$ cat src/rtl/register_file_mp.sv
// Multi-port general-purpose register file with write-to-read bypass and a
// per-register busy scoreboard for RAW hazard detection at issue.
module register_file_mp #(
   parameter int REG_NUM  = 32,
   parameter int REG_SIZE = 32,
   parameter int NUM_RD   = 2,
   parameter int NUM_WR   = 2,
   parameter int ZERO_REG = 1,
   parameter int BYPASS   = 1,
   localparam int AW      = (REG_NUM > 1) ? $clog2(REG_NUM) : 1
) (
   input  logic                         clk,
   input  logic                         rst,
   input  logic [NUM_RD*AW-1:0]         rd_addr,
   output logic [NUM_RD*REG_SIZE-1:0]   rd_data,
   output logic [NUM_RD-1:0]            rd_busy,
   input  logic [NUM_WR-1:0]            wr_en,
   input  logic [NUM_WR*AW-1:0]         wr_addr,
   input  logic [NUM_WR*REG_SIZE-1:0]   wr_data,
   input  logic                         busy_set_en,
   input  logic [AW-1:0]                busy_set_addr,
   output logic [REG_NUM-1:0]           busy_vec
);

   logic [REG_SIZE-1:0] mem_r [REG_NUM];
   logic [REG_NUM-1:0]  busy_r;

   logic [NUM_WR-1:0]   wr_ok_s;
   logic [REG_NUM-1:0]  wr_hit_s;
   logic [REG_SIZE-1:0] wr_val_s [REG_NUM];
   logic                busy_set_ok_s;
   logic [REG_NUM-1:0]  busy_next_s;

   // True for addresses that hold real, writable state (in range, not the hardwired zero).
   function automatic logic addr_ok(input logic [AW-1:0] a);
      return (32'(a) < 32'(REG_NUM)) && !((ZERO_REG != 0) && (a == {AW{1'b0}}));
   endfunction

   // Qualify each write port against the address map.
   always_comb begin
      for (int j = 0; j < NUM_WR; j++) begin
         wr_ok_s[j] = wr_en[j] && addr_ok(wr_addr[j*AW +: AW]);
      end
   end

   // Per-register write resolution; later (higher-index) ports override earlier ones.
   always_comb begin
      for (int i = 0; i < REG_NUM; i++) begin
         wr_hit_s[i] = 1'b0;
         wr_val_s[i] = {REG_SIZE{1'b0}};
      end
      for (int j = 0; j < NUM_WR; j++) begin
         for (int i = 0; i < REG_NUM; i++) begin
            wr_val_s[i] = (wr_ok_s[j] && (wr_addr[j*AW +: AW] == AW'(i)))
                          ? wr_data[j*REG_SIZE +: REG_SIZE] : wr_val_s[i];
            wr_hit_s[i] = wr_hit_s[i] | (wr_ok_s[j] && (wr_addr[j*AW +: AW] == AW'(i)));
         end
      end
   end

   // Next scoreboard state: a same-cycle issue beats the clearing write.
   always_comb begin
      busy_set_ok_s = busy_set_en && addr_ok(busy_set_addr);
      for (int i = 0; i < REG_NUM; i++) begin
         busy_next_s[i] = (busy_set_ok_s && (busy_set_addr == AW'(i)))
                          | (busy_r[i] & ~wr_hit_s[i]);
      end
   end

   // Register array and scoreboard state.
   always_ff @(posedge clk) begin
      if (rst) begin
         for (int i = 0; i < REG_NUM; i++) begin
            mem_r[i] <= {REG_SIZE{1'b0}};
         end
         busy_r <= {REG_NUM{1'b0}};
      end else begin
         for (int i = 0; i < REG_NUM; i++) begin
            if (wr_hit_s[i]) begin
               mem_r[i] <= wr_val_s[i];
            end else begin
               mem_r[i] <= mem_r[i];
            end
         end
         busy_r <= busy_next_s;
      end
   end

   // Combinational read ports: array lookup, then bypass from the in-flight writes.
   always_comb begin
      logic [AW-1:0] ra_v;
      logic          ok_v;
      rd_data = {(NUM_RD*REG_SIZE){1'b0}};
      rd_busy = {NUM_RD{1'b0}};
      ra_v    = {AW{1'b0}};
      ok_v    = 1'b0;
      for (int k = 0; k < NUM_RD; k++) begin
         ra_v = rd_addr[k*AW +: AW];
         ok_v = addr_ok(ra_v);
         for (int i = 0; i < REG_NUM; i++) begin
            rd_data[k*REG_SIZE +: REG_SIZE] = (ok_v && (ra_v == AW'(i)))
                                              ? mem_r[i] : rd_data[k*REG_SIZE +: REG_SIZE];
            rd_busy[k] = (ok_v && (ra_v == AW'(i))) ? busy_r[i] : rd_busy[k];
         end
         // Busy is deliberately not bypassed; only data is.
         for (int j = 0; j < NUM_WR; j++) begin
            rd_data[k*REG_SIZE +: REG_SIZE] =
               ((BYPASS != 0) && !rst && ok_v && wr_ok_s[j] && (wr_addr[j*AW +: AW] == ra_v))
               ? wr_data[j*REG_SIZE +: REG_SIZE] : rd_data[k*REG_SIZE +: REG_SIZE];
         end
      end
   end

   assign busy_vec = busy_r;

endmodule

$ cat config.mk
export PLATFORM = sky130hd
export DESIGN_NAME = register_file_mp
export DESIGN_NICKNAME = d
export VERILOG_FILES = /design/src/rtl/register_file_mp.sv
export SDC_FILE = /design/constraint.sdc
export NUM_CORES = 2
export LEC_CHECK = 0
export ABC_AREA = 1
export CAP_MARGIN = 20
export CORE_MARGIN = 3
export CORE_UTILIZATION = 30
export CTS_CLUSTER_DIAMETER = 40
export DETAILED_ROUTE_END_ITERATION = 8
export GPL_ROUTABILITY_DRIVEN = 0
export MAX_ROUTING_LAYER = met4
export PLACE_DENSITY = 0.42
export REMOVE_ABC_BUFFERS = 1
export SLEW_MARGIN = 20
export SYNTH_ARGS = -nofsm -noshare
export SYNTH_HDL_FRONTEND = slang
export SYNTH_SLANG_ARGS = --single-unit
$ cat constraint.sdc
create_clock -name clk -period 9.69 [get_ports clk]
set_input_delay 1.938 -clock clk [delete_from_list [all_inputs] [get_ports clk]]
set_output_delay 1.938 -clock clk [all_outputs]
set_load 0.05 [all_outputs]
### Yosys cells after proc, flatten, opt, wreduce, memory -nomap -nowiden

Memory sizes are Yosys's and may differ from the RTL's.
Cells that the tools add are included.

* muxes and demuxes: 450
* reductions and logical operators: 183
* equal/unequal tests: 160
* bitwise gates (word level): 192

Operator list (count)
* $mux 32: 194
* $eq 5x5->1 const B: 80
* $mux 1: 256
* $eq 5x4->1 const B: 40
* $logic_and 1x1->1: 171
* $or 1x1->1: 128
* $eq 5x3->1 const B: 20
* $eq 5x2->1 const B: 10
* $and 1x1->1: 32
* $not 1->1: 32
* $eq 5x1->1 const B: 5
* $logic_not 5->1: 5
* $eq 5x5->1: 4
* $logic_not 1->1: 6
* $reduce_and 2->1: 1
* $ne 0x0->1: 1

* RAM bits: 1024
* memories kept: 1
* input bits: 94
* register bits: 32

Memories
* mem_r: words 32, width 32, rd ports 31, clocked after Yosys merged registers in 0, wr ports 32, RTL line 25 `logic [REG_SIZE-1:0] mem_r [REG_NUM];`

### Depth between registers and ports, before layout

* word-level depth: 36
* gate-level depth with buffers: 26

### Least setup slack after synthesis

No wires, ideal clock.

* kind: in2out
* start point: in rd_addr[8]
* end point: out rd_data[57]
* stages: 18
* path buffers: 5
* arrival time: 4384 ps
* path slack: 3368 ps
* cell sequence: buf_4 nor2_2 buf_6 buf_4 nand2_1 nor2_1 buf_2 buf_2 nand2_1 nand4_1 nand2_1 nand4_1 nor2_1 nand4_1 nor2_1 nand4_1 nand2_1 a21oi_1

* cells in the longest elaborated chain, start to end: 36
* elaborated cells between the ends (all ways): 104
* classes of those cells: eq/ne: 33; mux: 33; reduce/logical: 38

RTL lines
* start, declared: RTL line 14 `input logic [NUM_RD*AW-1:0] rd_addr,`
* $logic_not 5->1: RTL line 36, 101
* $logic_not 1->1: RTL line 36 `return (32'(a) < 32'(REG_NUM)) && !((ZERO_REG != 0) && (a == {AW{1'b0}}));`
* $logic_and 1x1->1: RTL line 101 `rd_data[k*REG_SIZE +: REG_SIZE] = (ok_v && (ra_v == AW'(i)))`
* $mux 32 (31 in series): RTL line 102 `? mem_r[i] : rd_data[k*REG_SIZE +: REG_SIZE];`
* $mux 32: RTL line 109 `? wr_data[j*REG_SIZE +: REG_SIZE] : rd_data[k*REG_SIZE +: REG_SIZE];`
* $mux 32 *: RTL line 109
* end, declared: RTL line 15 `output logic [NUM_RD*REG_SIZE-1:0] rd_data,`

Every way passes the cells marked *; elsewhere a longest branch is shown, timed or not.

### Final worst setup path

* start point: in rd_addr[0]
* end point: out rd_data[0]

The elaborated chain is that of the path after synthesis.

==> flow_summary.toml <==
[sta]
min_period_ns = 9.301
setup_violations = 0
timing.fmax_ghz = 0.1075
slew_headroom = 0.2544
rsz0062_at_grt = "false"
worstMarginPinSlew_ns = 1.115
period_share = 0.9599
finalHoldViolations = 0
skew_ns = 0
drv_slew = 0

[logic_synthesis]
yosysWarnings = 0
ys_ff_latch = 1024
syn_area_per_cell_um2 = 7.690
synthTopCellsByArea = "edfxtp_1, nand2_1, nor2_1"
synth_top_area_frac = 0.4628
seq_area_frac_synth = 0.4728
synth.distinct_cells = 36
syn_inst = 8369
synth_largest_area_cell = "edfxtp_1"
synth_area_mm2 = 0.06436

[floorplan]
design.die.area_mm2 = 0.2201
die_h_um = 469.2
coreArea_mm2 = 0.2127
die_x_um = 469.2
placementRows = 169
io_pins = 192
start_util = 0.3026

[power]
clock_power_share = 0.518
p_comb_frac = 0.135
seq_power_share = 0.347
internal_power_mw = 10.69
p_leak_nw = 27.27
ir_drop_v = 0.0002007
p_sw_frac = 0.3022
total_power_mw = 15.31
powerDensity_mw_per_mm2 = 198.1
netSwitchingPower_mw = 4.627

[worst_setup_path]
crit_required_ns = 7.75
critPathSlowestCell = "clkdlybuf4s50_1"
cp-start-kind = "input pin"
arrival_ns = 7.36
worstSetupPathType = "in2out"
path_cells = "clkdlybuf4s50_1 > inv_2 > nand2_1 > nor2_1 > nand3_1 > nand2_1 > nor2_1 > nand4_1 > nor2_1 > nand4_1 > nor2_1 > nand4_1 > nor2_1 > nand4_1 > nand2_1 > nand4_1 > nor2_1 > nand4_1 > nor2_1 > nand4_1 > nand2_1 > a21oi_1 > buf_4"
critPathMaxFanout = 7
max_stage_delay_ns = 0.78
end_kind = "output pin"

[global_route]
grt.overflow.total = 0
track_usage = 0.3656
grt_pass1_vias = 62180
grt_max_degree = 95
antenna_found_initial = 30
grt_pass1_wl_um = 541200

[cts]
post-cts-setup-buffer-count = 0
clkLatencyLatePin_ns = 0.85
clkTransAtPathRegs_ns = 0.04
cts_buffers = 218
clock_sinks = 1024
clock_path_buffers = 3
cts_resized = 0
cts-htree-levels = 4
tritoncts = "built"
cts_root_buf = "clkbuf_16"
hold_buffers = 0

[finish]
final_util = 0.3634
seq_area_mm2 = 0.03043
design_area_mm2 = 0.07730
multi_input_area_mm2 = 0.02822
fin_nets = 8485
final_cells = 11430
drive_gt1_frac = 0.1155
area_delta_synth_final_pct = 20.10
fill_cells = 22140

[drt]
drtIter0Drc = 10830
ant_nets = 0
wl_per_cell_um = 35.32
drc_errors = 0
vias_per_cell = 6.021
first_pass_iters = 9
wirelength_um = 403600
vias = 68800

[run]
drv_cap = 0

[placement]
portBuffers = 191
placed_cell_area_mm2 = 0.06960
dp_cells = 10990
dp_hpwl_um = 273300

[outcome]
status = "completed"

[worst_hold_path]
hp-class = "reg2reg"
-- critical path: cells and delay by family --
family	cells	cell delay [ns]
AO/OA/AOI/OAI	1	0.10
AND/OR/NAND/NOR	19	4.20
buffers and inverters	3	1.08
-- synth_stat cells, drive strengths merged --
cell,n
a211oi,176
a21oi,689
buf,149
clkbuf,588
clkinv,23
dfxtp,32
edfxtp,992
inv,771
nand2,2113
nand3,276
nand4,492
nor2,1048
nor3,11
nor4,4
o21ai,540
o22ai,76
o31ai,8
o32ai,309
or2,52
xnor2,2
xor2,18
-- power groups by stage --
stage               combinational [mW]  clock (mW)  sequential, mW
floorplan                        0.854           0            5.32
global placement                  2.00           0            5.38
detailed placement                2.00           0            5.38
CTS                               2.01        7.95            5.30
global route                      2.10        8.15            5.33
finish                            2.07        7.93            5.31
-- cells in the final DEF, fill, tap and decap left out, types with 5 or more instances in the layout --
| cell type | count |
|---|---|
| clkinv_4 | 9 |
| nand3_1 | 264 |
| a211oi_1 | 176 |
| buf_12 | 21 |
| nand2_1 | 2097 |
| inv_1 | 736 |
| clkbuf_16 | 223 |
| o22ai_1 | 76 |
| inv_6 | 8 |
| or2_0 | 12 |
| o32ai_1 | 309 |
| nand2_2 | 15 |
| nor3_1 | 11 |
| xor2_1 | 18 |
| clkinvlp_4 | 34 |
| a21oi_1 | 689 |
| clkdlybuf4s50_1 | 87 |
| nand4_1 | 492 |
| diode_2 | 23 |
| clkinv_1 | 54 |
| o21ai_4 | 5 |
| clkinv_2 | 36 |
| o21ai_0 | 531 |
| nor2_2 | 54 |
| inv_2 | 32 |
| nand3_2 | 8 |
| nor2_1 | 962 |
| or2_2 | 31 |
| buf_4 | 392 |
| edfxtp_1 | 992 |
| bufinv_16 | 34 |
| dfxtp_1 | 32 |
| clkbuf_1 | 27 |
| o31ai_1 | 8 |
| buf_2 | 38 |
| nor2_4 | 28 |
| or2_1 | 9 |
-- metal layers --
metal / track usage / routed length (µm)
met1: 0.4537 / 154000
met2: 0.5299 / 172000
met3: 0.08326 / 44870
met4: 0.2443 / 32660
met5: - / 0
-- path summary, 6_finish.rpt --
kind                            from  cells past startpoint  slack, ns                      end
max                       rd_addr[0]                     23       0.39               rd_data[0]
min           busy_vec[0]$_SDFF_PP0_                      2       0.43   busy_vec[0]$_SDFF_PP0_
max reg2reg  busy_vec[22]$_SDFF_PP0_                      2       8.46  busy_vec[22]$_SDFF_PP0_
min reg2reg   busy_vec[0]$_SDFF_PP0_                      2       0.43   busy_vec[0]$_SDFF_PP0_
-- layout make-up --
cell class / instances / area share
tap: 2821 / 0.04566
clock buffer: 253 / 0.07404
sequential: 1024 / 0.3937
multi-input combinational: 5814 / 0.3651
antenna: 23 / 0.0007446
timing repair buffer: 539 / 0.05743
inverter: 794 / 0.03869
clock inverter: 159 / 0.02465
-- sequential cells by signal, summed over array words and instances (netlist names) --
register,flops
mem_r,992
busy_vec,32
-- metrics by stage --
step	hold WS, ns	worst slack (ns)	setup TNS (ns)
finish	0.4251	0.3890	0
global placement	0.4134	0.5966	0
floorplan	0.6397	-0.7585	-35.29
CTS	0.4255	0.6856	0
global route	0.4703	0.3609	0
detailed placement	0.4195	0.7111	0
-- logic make-up after synthesis --
kind of cell / synth area share
compound gates: 0.1665
simple gates: 0.2640
xor+xnor: 0.002722
flops: 0.4728
buf+inv: 0.09401
No activity file was read; power rests on OpenSTA's default activity.
